## config.mk

```make
export PLATFORM = sky130hd
export DESIGN_NAME = row_sparse_encoder
export DESIGN_NICKNAME = d
export VERILOG_FILES = /design/src/rtl/row_sparse_encoder_pkg.sv /design/src/rtl/row_sparse_encoder_first_one_finder.sv /design/src/rtl/row_sparse_encoder.sv
export SDC_FILE = /design/constraint.sdc
export NUM_CORES = 1
export LEC_CHECK = 0
export CORE_MARGIN = 1.5
export CORE_UTILIZATION = 49
export CTS_CLUSTER_SIZE = 16
export DETAILED_ROUTE_END_ITERATION = 8
export HOLD_SLACK_MARGIN = 0.05
export PLACE_DENSITY = 0.78
export SYNTH_ARGS = -nofsm -noshare
export SYNTH_HDL_FRONTEND = slang
export SYNTH_SLANG_ARGS = --single-unit
```

## constraint.sdc

```tcl
create_clock -name clk -period 12.33 [get_ports clk]
set_input_delay 1.8495 -clock clk [delete_from_list [all_inputs] [get_ports clk]]
set_output_delay 1.8495 -clock clk [all_outputs]
set_load 0.03 [all_outputs]
```

## src/rtl/row_sparse_encoder_pkg.sv

```systemverilog
// Shared definitions for the row sparse encoder and other stream FSMs:
// width helper, default geometry and the common state encoding.
package row_sparse_encoder_pkg;

    function automatic int unsigned c_log_2(input int unsigned value);
        int unsigned result;
        result = 0;
        for (int unsigned i = 0; i < 32; i++) begin
            if ((64'd1 << i) < 64'(value)) begin
                result = i + 1;
            end
        end
        return result;
    endfunction

    localparam int unsigned DEF_DATA_WIDTH = 8;
    localparam int unsigned DEF_IF_WIDTH   = 34;

    typedef enum logic [1:0] {
        ST_IDLE = 2'd0,
        ST_FLAG = 2'd1,
        ST_DATA = 2'd2
    } state_t;

endpackage

```

## src/rtl/row_sparse_encoder_first_one_finder.sv

```systemverilog
// Combinational priority encoder: lowest set index, exactly-one-set and any-set.
module first_one_finder
    import row_sparse_encoder_pkg::*;
#(
    parameter int unsigned WIDTH     = DEF_IF_WIDTH,
    parameter int unsigned IDX_WIDTH = c_log_2(WIDTH)
) (
    input  logic [WIDTH-1:0]     vec,
    output logic [IDX_WIDTH-1:0] idx_c,
    output logic                 one_hot_c,
    output logic                 any_c
);

    // Scan from the top down so the last hit is the lowest set bit.
    always_comb begin
        idx_c = '0;
        for (int i = int'(WIDTH) - 1; i >= 0; i--) begin
            if (vec[i]) begin
                idx_c = IDX_WIDTH'(i);
            end
        end
        any_c     = |vec;
        one_hot_c = any_c && ((vec & (vec - WIDTH'(1))) == '0);
    end

endmodule

```

## src/rtl/row_sparse_encoder.sv

```systemverilog
// Dense row -> sparse stream: one nonzero-flag word, then the nonzero values
// in column order. One row in flight at a time.
module row_sparse_encoder
    import row_sparse_encoder_pkg::*;
#(
    parameter  int unsigned DATA_WIDTH = DEF_DATA_WIDTH,
    parameter  int unsigned IF_WIDTH   = DEF_IF_WIDTH,
    localparam int unsigned ROW_WIDTH  = DATA_WIDTH * IF_WIDTH,
    localparam int unsigned CNT_WIDTH  = c_log_2(IF_WIDTH + 1)
) (
    input  logic                  clk,
    input  logic                  rst_n,
    input  logic                  clk_en,
    input  logic                  row_valid,
    output logic                  row_ready,
    input  logic [ROW_WIDTH-1:0]  row_data,
    output logic                  flag_valid,
    input  logic                  flag_ready,
    output logic [IF_WIDTH-1:0]   flag_out,
    output logic [CNT_WIDTH-1:0]  flag_nnz,
    output logic                  val_valid,
    input  logic                  val_ready,
    output logic [DATA_WIDTH-1:0] val_data,
    output logic                  val_last
);

    localparam int unsigned IDX_WIDTH = c_log_2(IF_WIDTH);

    state_t                  state, state_nxt;
    logic [ROW_WIDTH-1:0]    row_q, row_nxt;
    logic [IF_WIDTH-1:0]     mask_q, mask_nxt;
    logic [IF_WIDTH-1:0]     flag_in_c, flag_out_nxt;
    logic [CNT_WIDTH-1:0]    nnz_in_c, flag_nnz_nxt;
    logic [IDX_WIDTH-1:0]    idx_c;
    logic                    one_hot_c, any_c;
    logic [DATA_WIDTH-1:0]   val_data_nxt;
    logic                    val_last_nxt;
    logic                    val_valid_nxt;

    // Per-column nonzero flags and their popcount for the offered row.
    always_comb begin
        flag_in_c = '0;
        nnz_in_c  = '0;
        for (int i = 0; i < int'(IF_WIDTH); i++) begin
            flag_in_c[i] = |row_data[ROW_WIDTH - 1 - i * DATA_WIDTH -: DATA_WIDTH];
            nnz_in_c     = nnz_in_c + CNT_WIDTH'(flag_in_c[i]);
        end
    end

    // Next state; the whole FSM holds when clk_en is low.
    always_comb begin
        state_nxt    = state;
        row_nxt      = row_q;
        mask_nxt     = mask_q;
        flag_out_nxt = flag_out;
        flag_nnz_nxt = flag_nnz;
        if (clk_en) begin
            case (state)
                ST_IDLE: begin
                    if (row_valid) begin
                        row_nxt      = row_data;
                        flag_out_nxt = flag_in_c;
                        flag_nnz_nxt = nnz_in_c;
                        mask_nxt     = flag_in_c;
                        state_nxt    = ST_FLAG;
                    end
                end
                ST_FLAG: begin
                    if (flag_ready) begin
                        state_nxt = (flag_nnz == '0) ? ST_IDLE : ST_DATA;
                    end
                end
                ST_DATA: begin
                    if (val_ready) begin
                        mask_nxt = mask_q & (mask_q - IF_WIDTH'(1));
                        if (val_last) begin
                            state_nxt = ST_IDLE;
                        end
                    end
                end
                default: state_nxt = ST_IDLE;
            endcase
        end
    end

    // Value outputs are precomputed from the next mask so they can be registered.
    first_one_finder #(
        .WIDTH     (IF_WIDTH),
        .IDX_WIDTH (IDX_WIDTH)
    ) u_first_one (
        .vec       (mask_nxt),
        .idx_c     (idx_c),
        .one_hot_c (one_hot_c),
        .any_c     (any_c)
    );

    always_comb begin
        val_valid_nxt = (state_nxt == ST_DATA) && any_c;
        val_data_nxt  = '0;
        val_last_nxt  = 1'b0;
        if (val_valid_nxt) begin
            val_data_nxt = row_nxt[ROW_WIDTH - 1 - DATA_WIDTH * 32'(idx_c) -: DATA_WIDTH];
            val_last_nxt = one_hot_c;
        end
    end

    always_ff @(posedge clk or posedge rst_n) begin
        if (rst_n) begin
            state      <= ST_IDLE;
            row_q      <= '0;
            mask_q     <= '0;
            row_ready  <= 1'b1;
            flag_valid <= 1'b0;
            flag_out   <= '0;
            flag_nnz   <= '0;
            val_valid  <= 1'b0;
            val_data   <= '0;
            val_last   <= 1'b0;
        end else begin
            state      <= state_nxt;
            row_q      <= row_nxt;
            mask_q     <= mask_nxt;
            row_ready  <= (state_nxt == ST_IDLE);
            flag_valid <= (state_nxt == ST_FLAG);
            flag_out   <= flag_out_nxt;
            flag_nnz   <= flag_nnz_nxt;
            val_valid  <= val_valid_nxt;
            val_data   <= val_data_nxt;
            val_last   <= val_last_nxt;
        end
    end

endmodule

```

## After elaboration in Yosys (flattened, before gate mapping)

Cells that the tools add are included.

- Add/sub/neg operators: 36
- Eq/ne operators: 4
- Shift-type cells: 1
- Multiplexer cells: 50
- Bitwise operators: 2
- Reductions and logical operators: 42

Operator list:

| kind | number |
|---|---|
| 272-bit 2-to-1 mux | 3 |
| 279-bit by 33-bit indexed part select with 8-bit output | 1 |
| 8-bit OR reduction | 34 |
| 6-bit 2-to-1 mux | 34 |
| 6-bit by 1-bit adder with 6-bit output | 28 |
| 34-bit 2-to-1 mux | 3 |
| 34-bit AND | 2 |
| 34-bit case mux with 2 select lines | 1 |
| 34-bit by 1-bit subtractor with 34-bit output (second input constant) | 2 |
| 34-bit zero test | 1 |
| 34-bit OR reduction | 1 |
| 2-bit 2-to-1 mux | 6 |
| 9-bit by 9-bit subtractor with 10-bit output (first input constant) | 1 |
| 8-bit 2-to-1 mux | 1 |
| 5-bit by 1-bit adder with 6-bit output | 1 |
| 6-bit zero test | 1 |
| 2-bit case mux with 3 select lines | 1 |
| 4-bit by 1-bit adder with 5-bit output | 1 |
| 3-bit by 1-bit adder with 4-bit output | 1 |
| 2-bit by 1-bit == test with 1-bit output (second input constant) | 2 |
| 2-bit == test (second input constant) | 2 |
| 2-bit zero test | 2 |
| 2-bit by 1-bit adder with 3-bit output | 1 |
| 3-bit AND reduction | 1 |
| 3 further kinds | 4 |

- Register bits: 360
- Input bits: 278
- Word-level logic and storage cells: 145

## Depth between registers and ports, before layout

Gate-level depths: netlist of the first run.

- Depth after elaboration: 42
- Gate-level depth with buffers: 23

## Modules after synthesis

From an unflattened synthesis of the first run, not the netlist that was laid out.

- Cells, all modules: 1819
- Area total of the unflattened synthesis: 18803.0 sq um

By module, submodules not included:

| module | times used | cells an instance | area an instance (sq um) | seq. area each (sq um) |
|---|---|---|---|---|
| row_sparse_encoder | 1 | 1691 | 17997.3 | 9009.9 |
| first_one_finder | 1 | 128 | 805.8 | 0.0 |

## Worst setup path before layout of the first run

OpenSTA, ideal clock, no wires.

- Path kind: input -> register
- From: input row_data[160]
- To: register flag_nnz[4]
- Setup time: 0.134 ns
- Arrival: 6.457 ns
- Required time: 12.196 ns
- Setup slack: 5.739 ns
- Stages: 17
- Path buffers: 0
- Cells stage by stage: or4_1 -> nor2_1 -> fa_1 -> fa_1 -> fa_1 -> fa_1 -> fa_1 -> fa_1 -> inv_1 -> ha_1 -> inv_1 -> fa_1 -> inv_1 -> a21o_1 -> a21oi_1 -> xnor2_1 -> o21ai_0

- Longest elaborated chain between the ends: 22

RTL lines:

| element | RTL line | text |
|---|---|---|
| start, declared | row_sparse_encoder.sv:16 | `input logic [ROW_WIDTH-1:0] row_data,` |
| 8-bit OR reduction | row_sparse_encoder.sv:45 | `flag_in_c[i] = \|row_data[ROW_WIDTH - 1 - i * DATA_WIDTH -: DATA_WIDTH];` |
| 6-bit by 1-bit adder with 6-bit output (21 in a row) | row_sparse_encoder.sv:46 | `nnz_in_c = nnz_in_c + CNT_WIDTH'(flag_in_c[i]);` |
| end signal, assigned | row_sparse_encoder.sv:126 | `flag_nnz <= flag_nnz_nxt;` |
| end, declared | row_sparse_encoder.sv:20 | `output logic [CNT_WIDTH-1:0] flag_nnz,` |

Every way passes these cells.
A chain may end at the register's enable or synchronous reset.

## Worst setup path after layout of the first run

- From: input row_valid
- To: register val_data[3]

- Elaborated cells on any way between the ends: 49
- Those cells by class: add/sub (1); eq/ne (1); shift (1); mux (44); reduce/logical (2)

RTL lines:

| element | RTL line | text |
|---|---|---|
| start, declared | row_sparse_encoder.sv:14 | `input logic row_valid,` |
| 34-bit 2-to-1 mux * | row_sparse_encoder.sv:60 | `if (row_valid) begin` |
| 34-bit case mux with 2 select lines * | row_sparse_encoder.sv:58 | `case (state)` |
| 34-bit 2-to-1 mux * | row_sparse_encoder.sv:57 | `if (clk_en) begin` |
| named net mask_nxt[4] | row_sparse_encoder.sv:31 | `logic [IF_WIDTH-1:0] mask_q, mask_nxt;` |
| 6-bit 2-to-1 mux (5 in a row) | row_sparse_encoder_first_one_finder.sv:18 | `if (vec[i]) begin` |
| 9-bit by 9-bit subtractor with 10-bit output | row_sparse_encoder.sv:102 | `val_data_nxt = row_nxt[ROW_WIDTH - 1 - DATA_WIDTH * 32'(idx_c) -: DATA_WIDTH];` |
| 279-bit by 33-bit indexed part select with 8-bit output | row_sparse_encoder.sv:102 |  |
| 8-bit 2-to-1 mux * | row_sparse_encoder.sv:101 | `if (val_valid_nxt) begin` |
| named net val_data_nxt[3] | row_sparse_encoder.sv:36 | `logic [DATA_WIDTH-1:0] val_data_nxt;` |
| end signal, assigned | row_sparse_encoder.sv:128 | `val_data <= val_data_nxt;` |
| end, declared | row_sparse_encoder.sv:23 | `output logic [DATA_WIDTH-1:0] val_data,` |

The timed path passes the listed nets; every way through them passes the cells marked *.

==> results of run 1 <==
final cells by class:
type	count	area [µm²]	share of cell area
well taps	518	648.1	0.02713
repair buffers	344	3456	0.1447
clock buffers	53	1141	0.04777
inverters	51	198.9	0.008329
multi-input cells	1674	9339	0.3910
clock inverters	8	92.59	0.003876
flip-flops and latches	360	9010	0.3772
routing by layer:
metal	vias to the layer above	part of all wire
li1	8046	-
met3	193	0.093
met1	8925	0.40
met4	4	0.049
met5	-	0.00032
met2	1041	0.46
cell usage in the layout, fill, tap and decap left out, types with 24 or more instances in the layout:
cell type        netlist  final
a211oi_1              26     26
mux2_2                28     28
mux2i_1               44     44
o21ai_0               58     58
clkdlybuf4s50_1        0    329
clkbuf_16              0     41
inv_1                 47     46
o21a_1                24     24
or4_1                 62     62
nor4_1                34     34
a21oi_1               30     30
nand2_1              896    896
nor2_1               111    111
fa_1                  26     26
dfrtp_1              359    359
cell usage after synthesis (4+ instances only):
| library cell | n | area, µm² |
|---|---|---|
| a311oi_1 | 21 | 183.9 |
| ha_1 | 9 | 112.6 |
| buf_1 | 36 | 135.1 |
| o21a_1 | 24 | 180.2 |
| or3_1 | 18 | 112.6 |
| o21ba_2 | 4 | 40.04 |
| or2_2 | 7 | 43.79 |
| a221o_1 | 5 | 50.05 |
| and2_1 | 11 | 68.82 |
| nor4_1 | 34 | 212.7 |
| nand2b_1 | 8 | 50.05 |
| o31ai_1 | 9 | 67.56 |
| mux2i_1 | 44 | 440.4 |
| nor3_1 | 21 | 105.1 |
| buf_6 | 5 | 56.30 |
| dfrtp_1 | 359 | 8984 |
| o21ai_0 | 58 | 290.3 |
| a311o_1 | 13 | 130.1 |
| buf_4 | 8 | 60.06 |
| o211ai_1 | 23 | 172.7 |
| nor2_1 | 111 | 416.7 |
| or4_1 | 62 | 465.5 |
| a21oi_1 | 30 | 150.1 |
| fa_1 | 26 | 520.5 |
| nand4_1 | 9 | 56.30 |
| o221ai_1 | 4 | 35.03 |
| mux4_2 | 7 | 157.7 |
| and3_1 | 4 | 25.02 |
| nor2b_1 | 9 | 56.30 |
| a31oi_1 | 14 | 87.58 |
| inv_2 | 4 | 15.01 |
| clkbuf_1 | 53 | 198.9 |
| o22ai_1 | 11 | 68.82 |
| o21ai_1 | 4 | 20.02 |
| o2111ai_1 | 5 | 43.79 |
| a211oi_1 | 26 | 195.2 |
| mux2_2 | 28 | 315.3 |
| a21o_1 | 17 | 127.6 |
| inv_1 | 47 | 176.4 |
| nand2_1 | 896 | 3363 |
| buf_2 | 20 | 100.1 |
| nand3_1 | 23 | 115.1 |
registers in the layout, summed over array words and instances, names as in the netlist, 2 cells and up:
register  cells
mask_q       34
row_q       272
flag_out     34
state         2
flag_nnz      6
val_data      8
how the worst max path moves through the flow:
stage	startpoint	endpoint	slack, ps	depth (start not counted)
floorplan	rst_n	flag_nnz[0]	490	1
global placement	row_valid	val_data[3]	3960	17
detailed placement	clk_en	val_data[3]	3740	17
CTS	row_valid	val_data[3]	4240	17
global route	row_valid	val_data[3]	3820	17
finish	row_valid	val_data[3]	4280	17
tightest hold or removal path: cells and delay by family, from the launching register on:
| kind | cells | cell delay, ps |
|---|---|---|
| and+or+nand+nor | 2 | 120 |
| DFF | 1 | 320 |
power by group through the flow:
stage / clock (W) / sequential [W] / combinational, W
global placement: 0 / 0.00191 / 0.00306
floorplan: 0 / 0.00199 / 0.00200
detailed placement: 0 / 0.00193 / 0.00309
CTS: 0.00117 / 0.00192 / 0.00312
finish: 0.00116 / 0.00192 / 0.00319
global route: 0.00121 / 0.00197 / 0.00339
kinds of logic after synthesis:
| kind of cell | after synthesis |
|---|---|
| fa+ha+maj | 37 |
| compound gates | 315 |
| mux | 79 |
| simple gates | 1237 |
| xor+xnor | 6 |
| flops | 360 |
| buf+inv | 173 |
through the flow:
stage | total power (W) | worst slack [ps] | util | std cells
2_1_floorplan | 0.003989 | 491.8 | - | 2207
3_3_place_gp | 0.004972 | 3957 | 0.5889 | 2947
3_5_place_dp | 0.005023 | 3742 | 0.5889 | 2947
4_1_cts | 0.006199 | 4244 | 0.6209 | 3008
5_1_grt | 0.006567 | 3819 | 0.6209 | 3008
6_report | 0.006276 | 4281 | 0.6209 | 3008
==> results_dict.tcl, run 1 <==
set metrics [dict create \
    power_leakage_nw 10.95 \
    synth-seq-area-share 0.4729 \
    drive_gt1_frac 0.05944 \
    p_per_area_mw_per_mm2 262.7 \
    grt_use_met1 0.4799 \
    end_kind "register" \
    r2r_end "val_data[3]" \
    setup_tns_ps 0 \
    coreArea_mm2 0.03847 \
    hold_buffers 0 \
    fp.dieW_um 200.2 \
    synth-compound-area-share 0.1220 \
    port_buffers 329 \
    ys_warn_count 0 \
    switching_power_w 0.002766 \
    fmax_mhz 124.2 \
    grt_max_degree 177 \
    drv_slew 0 \
    start_util 0.4953 \
    drt_iter0_drc 2200 \
    r2r_setup_slack_ps 5590 \
    numCtsBuffers 39 \
    timing.final.crit_share 0.6528 \
    grt-ovfl-total 0 \
    nFillCells 3317 \
    drc 0 \
    setup_violations 0 \
    globalplace.congestion 0.9513 \
    async_flop_share 1.000 \
    cts_sinks 360 \
    critPathSlowestCell "and4bb_4" \
    io_pins 330 \
    pwr-share-clk 0.185 \
    ys_types 95 \
    clock_skew_ps 8.400 \
    place_area_mm2 0.02265 \
    internal_power_w 0.003510 \
    grt_pass1_vias 17760 \
    cap_violations 0 \
    slowest_delay_ps 880 \
    r2r_cells 17 \
    ir_worst_vdd_mv 0.2009 \
    p_sw_frac 0.4407 \
    clockBufferDepth 3 \
    synth_edf_count 0 \
    die-area_mm2 0.04008 \
    n_antenna_cell 0 \
    syn_inst 2207 \
    status "finished clean" \
    grtUsageMet3 0.06655 \
    synth_top_family_by_area "simple AND/OR/NAND/NOR gates" \
    cp-start-kind "input port" \
    worst_path_most_repeated_cell "o21ai_0" \
    finalInstanceArea_mm2 0.02389 \
    syn_nets 2520 \
    vias_per_cell 6.054 \
    synthAdderAreaFrac 0.03428 \
    hpwl_um 53950 \
    postCtsResizedCells 0 \
    synth.mux.area_fraction 0.04794 \
    crit_family "buffers and inverters" \
    cp_max_fo 147 \
    vias 18210 \
    grt_usage 0.3528 \
    worstHoldPathType "reg -> reg" \
    required_ps 12790 \
    clk_pin_slew_ps 60 \
    std_cell_rows 72 \
    clock_tree.root_cell "clkbuf_16" \
    ys.flop_type "dfrtp_1" \
    area_growth_pct 25.36 \
    hold-path-endpoint "row_q[12]" \
    wl_per_cell_um 23.69 \
    pwr-share-comb 0.508 \
    die_h_um 200.2 \
    seqPwrFrac 0.307 \
    clk_latency_ps 540 \
    fin_hold_ws_ps 471.1 \
    rsz0062_at_grt "no" \
    worstReg2RegStart "state[1]" \
    hold_depth 2 \
    min-delay-start "row_q[12]" \
    ys_seq_elements 360 \
    relSlewSlack 0.1613 \
    cts_tree "yes" \
    synth-simple-area-share 0.2800 \
    tightest_slew_ps 1247 \
    grt_pass1_wl_um 107800 \
    postRouteAntennaNets 0 \
    hold_viol 0 \
    worst-path-buf-inv 3 \
    firstDrtPassIters 5 \
    h-tree-depth 2 \
    worstSetupPathType "in -> reg" \
    drt_wl_total_um 71260 \
    syn_area_mm2 0.01905 \
    avgSynthCellArea_um2 8.633 \
    top_usage_layer "met2" \
    antenna_found_initial 2 \
    arrival_ps 8510 \
    worstPathCellList "clkdlybuf4s50_1, and4bb_4, buf_4, o21ai_0, nand3_1, a211oi_1, o21ai_0, nand4b_1, o2bb2ai_4, buf_12, ha_1, xor2_2, o211ai_1, o21a_1, mux4_2, or2_0, a31oi_1" \
    cts_setup_buffers 0 \
    grtUsageMet2 0.5497 \
    fin_crit_ps 8049 \
    fin_nets 2783 \
    synth-xor-area-share 0.003940 \
]
(Power assumes the default switching activity.)
==> run 2, diff against run 1 <==
--- a/config.mk
+++ b/config.mk
@@ -6,11 +6,11 @@
 export NUM_CORES = 1
 export LEC_CHECK = 0
 export CORE_MARGIN = 1.5
-export CORE_UTILIZATION = 49
+export CORE_UTILIZATION = 54
 export CTS_CLUSTER_SIZE = 16
 export DETAILED_ROUTE_END_ITERATION = 8
 export HOLD_SLACK_MARGIN = 0.05
-export PLACE_DENSITY = 0.78
+export PLACE_DENSITY = 0.81
 export SYNTH_ARGS = -nofsm -noshare
 export SYNTH_HDL_FRONTEND = slang
 export SYNTH_SLANG_ARGS = --single-unit
==> constraint.sdc (replaced) <==
create_clock -name clk -period 7.6 [get_ports clk]
set_input_delay 1.14 -clock clk [delete_from_list [all_inputs] [get_ports clk]]
set_output_delay 1.14 -clock clk [all_outputs]
set_load 0.03 [all_outputs]
==> run 2 against run 1 <==
Critical path depth is 2 higher. Highest routed layer unchanged. Sequential share of layout area is 0.60 points lower. Hold slack got worse by 6.0 ps. Power rose by 69%. Via count grew 3.7%. Die area down 9.1%. Clock power rose by 73%. Wire length grew 0.66%. Register-to-register slack worse by 3900 ps. Clock skew is 22 ps higher. Flip-flop and latch count unchanged. Non-clock buffer count increased by 44.
==> results_dict.tcl, run 2 (synthesis gave the netlist of run 1 again) <==
set metrics [dict create \
    status "finished clean" \
    p_per_area_mw_per_mm2 438.0 \
    vias_per_cell 6.292 \
    grt_usage 0.3946 \
    setup_violations 0 \
    io_pins 330 \
    firstDrtPassIters 8 \
    required_ps 7990 \
    cts_sinks 360 \
    clk_latency_ps 550 \
    vias 18880 \
    start_util 0.5502 \
    layout_commonest_cell "nand2_1" \
    fin_ws_ps 1124 \
    power_leakage_nw 11.22 \
    globalplace.congestion 0.9519 \
    hold_viol 0 \
    min-delay-start "row_q[270]" \
    worstSetupPathType "in -> reg" \
    clockBufferDepth 3 \
    relSlewSlack 0.3171 \
    drv_slew 0 \
    place_ws_ps 658.1 \
    h-tree-depth 2 \
    r2r_cells 15 \
    cts_tree "yes" \
    fin_crit_ps 6476 \
    coreArea_mm2 0.03463 \
    area_growth_pct 27.38 \
    cp-start-kind "input port" \
    grt_max_degree 179 \
    hold_buffers 0 \
    fin_nets 2827 \
    end_kind "register" \
    die-area_mm2 0.03642 \
    cap_violations 0 \
    timing.final.crit_share 0.8520 \
    clock_skew_ps 30.27 \
    seq_area_mm2 0.009010 \
    drt_wl_total_um 71730 \
    reg_top3 "row_q (272), flag_out (34), mask_q (34)" \
    fmax_mhz 154.4 \
    stdcell_count 3001 \
    hold_depth 2 \
    postRouteAntennaNets 0 \
    arrival_ps 6860 \
    hpwl_um 54200 \
    grt-ovfl-total 0 \
    fp.dieW_um 190.8 \
    worstHoldPathType "reg -> reg" \
    wl_per_cell_um 23.90 \
    std_cell_rows 68 \
    fin_hold_ws_ps 465.2 \
    cts_setup_buffers 0 \
    multiInputGateArea_mm2 0.009339 \
    nFillCells 2588 \
    worstReg2RegStart "state[1]" \
    grt_pass1_vias 18360 \
    most-common-layout-cells "896 x nand2_1, 359 x dfrtp_1, 329 x clkdlybuf4s50_1" \
    grt_pass1_wl_um 107800 \
    postCtsResizedCells 0 \
    clock_tree.root_cell "clkbuf_16" \
    tightest_slew_ps 1024 \
    port_buffers 329 \
    die_h_um 190.8 \
    rsz0062_at_grt "no" \
    drive_gt1_frac 0.07868 \
    antenna_found_initial 7 \
    regMostFlops "row_q" \
    cp_max_fo 2 \
    fin_util 0.7009 \
    place_inst 2928 \
    drc 0 \
    setup_tns_ps 0 \
    largest_reg_flops 272 \
    crit_start "row_data[197]" \
    clk_pin_slew_ps 60 \
    ir_worst_vdd_mv 0.2940 \
    drt_iter0_drc 2631 \
    numCtsBuffers 39 \
]
run 2: final timing paths:
| path | slack [ps] | end |
|---|---|---|
| hold / removal | 470 | row_q[270] |
| hold reg to reg | 470 | row_q[270] |
| min in group asynchronous | 1140 | row_q[135] |
| setup reg to reg | 1720 | val_data[4] |
| max in group asynchronous | 4990 | row_q[87] |
| setup / recovery | 1120 | flag_nnz[4] |
run 2: metrics by stage:
| stage | power (W) | instance area [µm²] |
|---|---|---|
| after floorplan | 0.006473 | 19060 |
| after global placement | 0.008240 | 22900 |
| after detailed placement | 0.008369 | 22900 |
| after CTS | 0.01043 | 24260 |
| after global routing | 0.01108 | 24260 |
| final | 0.01063 | 24270 |
run 2: per-layer routing:
layer,GRT usage,up-vias,part of all wire
met5,0,-,0.00039
met4,0.1872,4,0.052
met3,0.1132,241,0.13
met2,0.5836,1369,0.44
met1,0.5347,9103,0.39
li1,-,8165,-
run 2: power breakdown:
| group | leakage [nW] | total (W) | switching, W | internal, W |
|---|---|---|---|---|
| logic | 6.18 | 0.00549 | 0.00349 | 0.00200 |
| clock network | 0.674 | 0.00201 | 0.000801 | 0.00121 |
| registers | 4.37 | 0.00313 | 0.000371 | 0.00276 |
| total | 11.2 | 0.0106 | 0.00466 | 0.00597 |
run 2: layout make-up:
type	instances	area share
inverter	51	0.008042
timing repair buffer	388	0.1560
sequential	360	0.3712
antenna	4	0.0004124
clock inverter	14	0.007888
clock buffer	55	0.04815
multi-input combinational	1674	0.3848
tap	455	0.02346
run 2: critical path, cell delays in order:
cell             delay, ps
clkdlybuf4s50_1        430
nor4_1                 790
nand2_1                220
fa_1                   570
inv_1                   50
fa_1                   550
fa_1                   440
fa_1                   470
fa_1                   520
fa_1                   410
inv_1                   70
ha_1                   170
inv_1                   70
fa_1                   450
inv_1                   80
a21o_1                 110
a21oi_1                 70
xnor2_1                150
o21ai_0                100
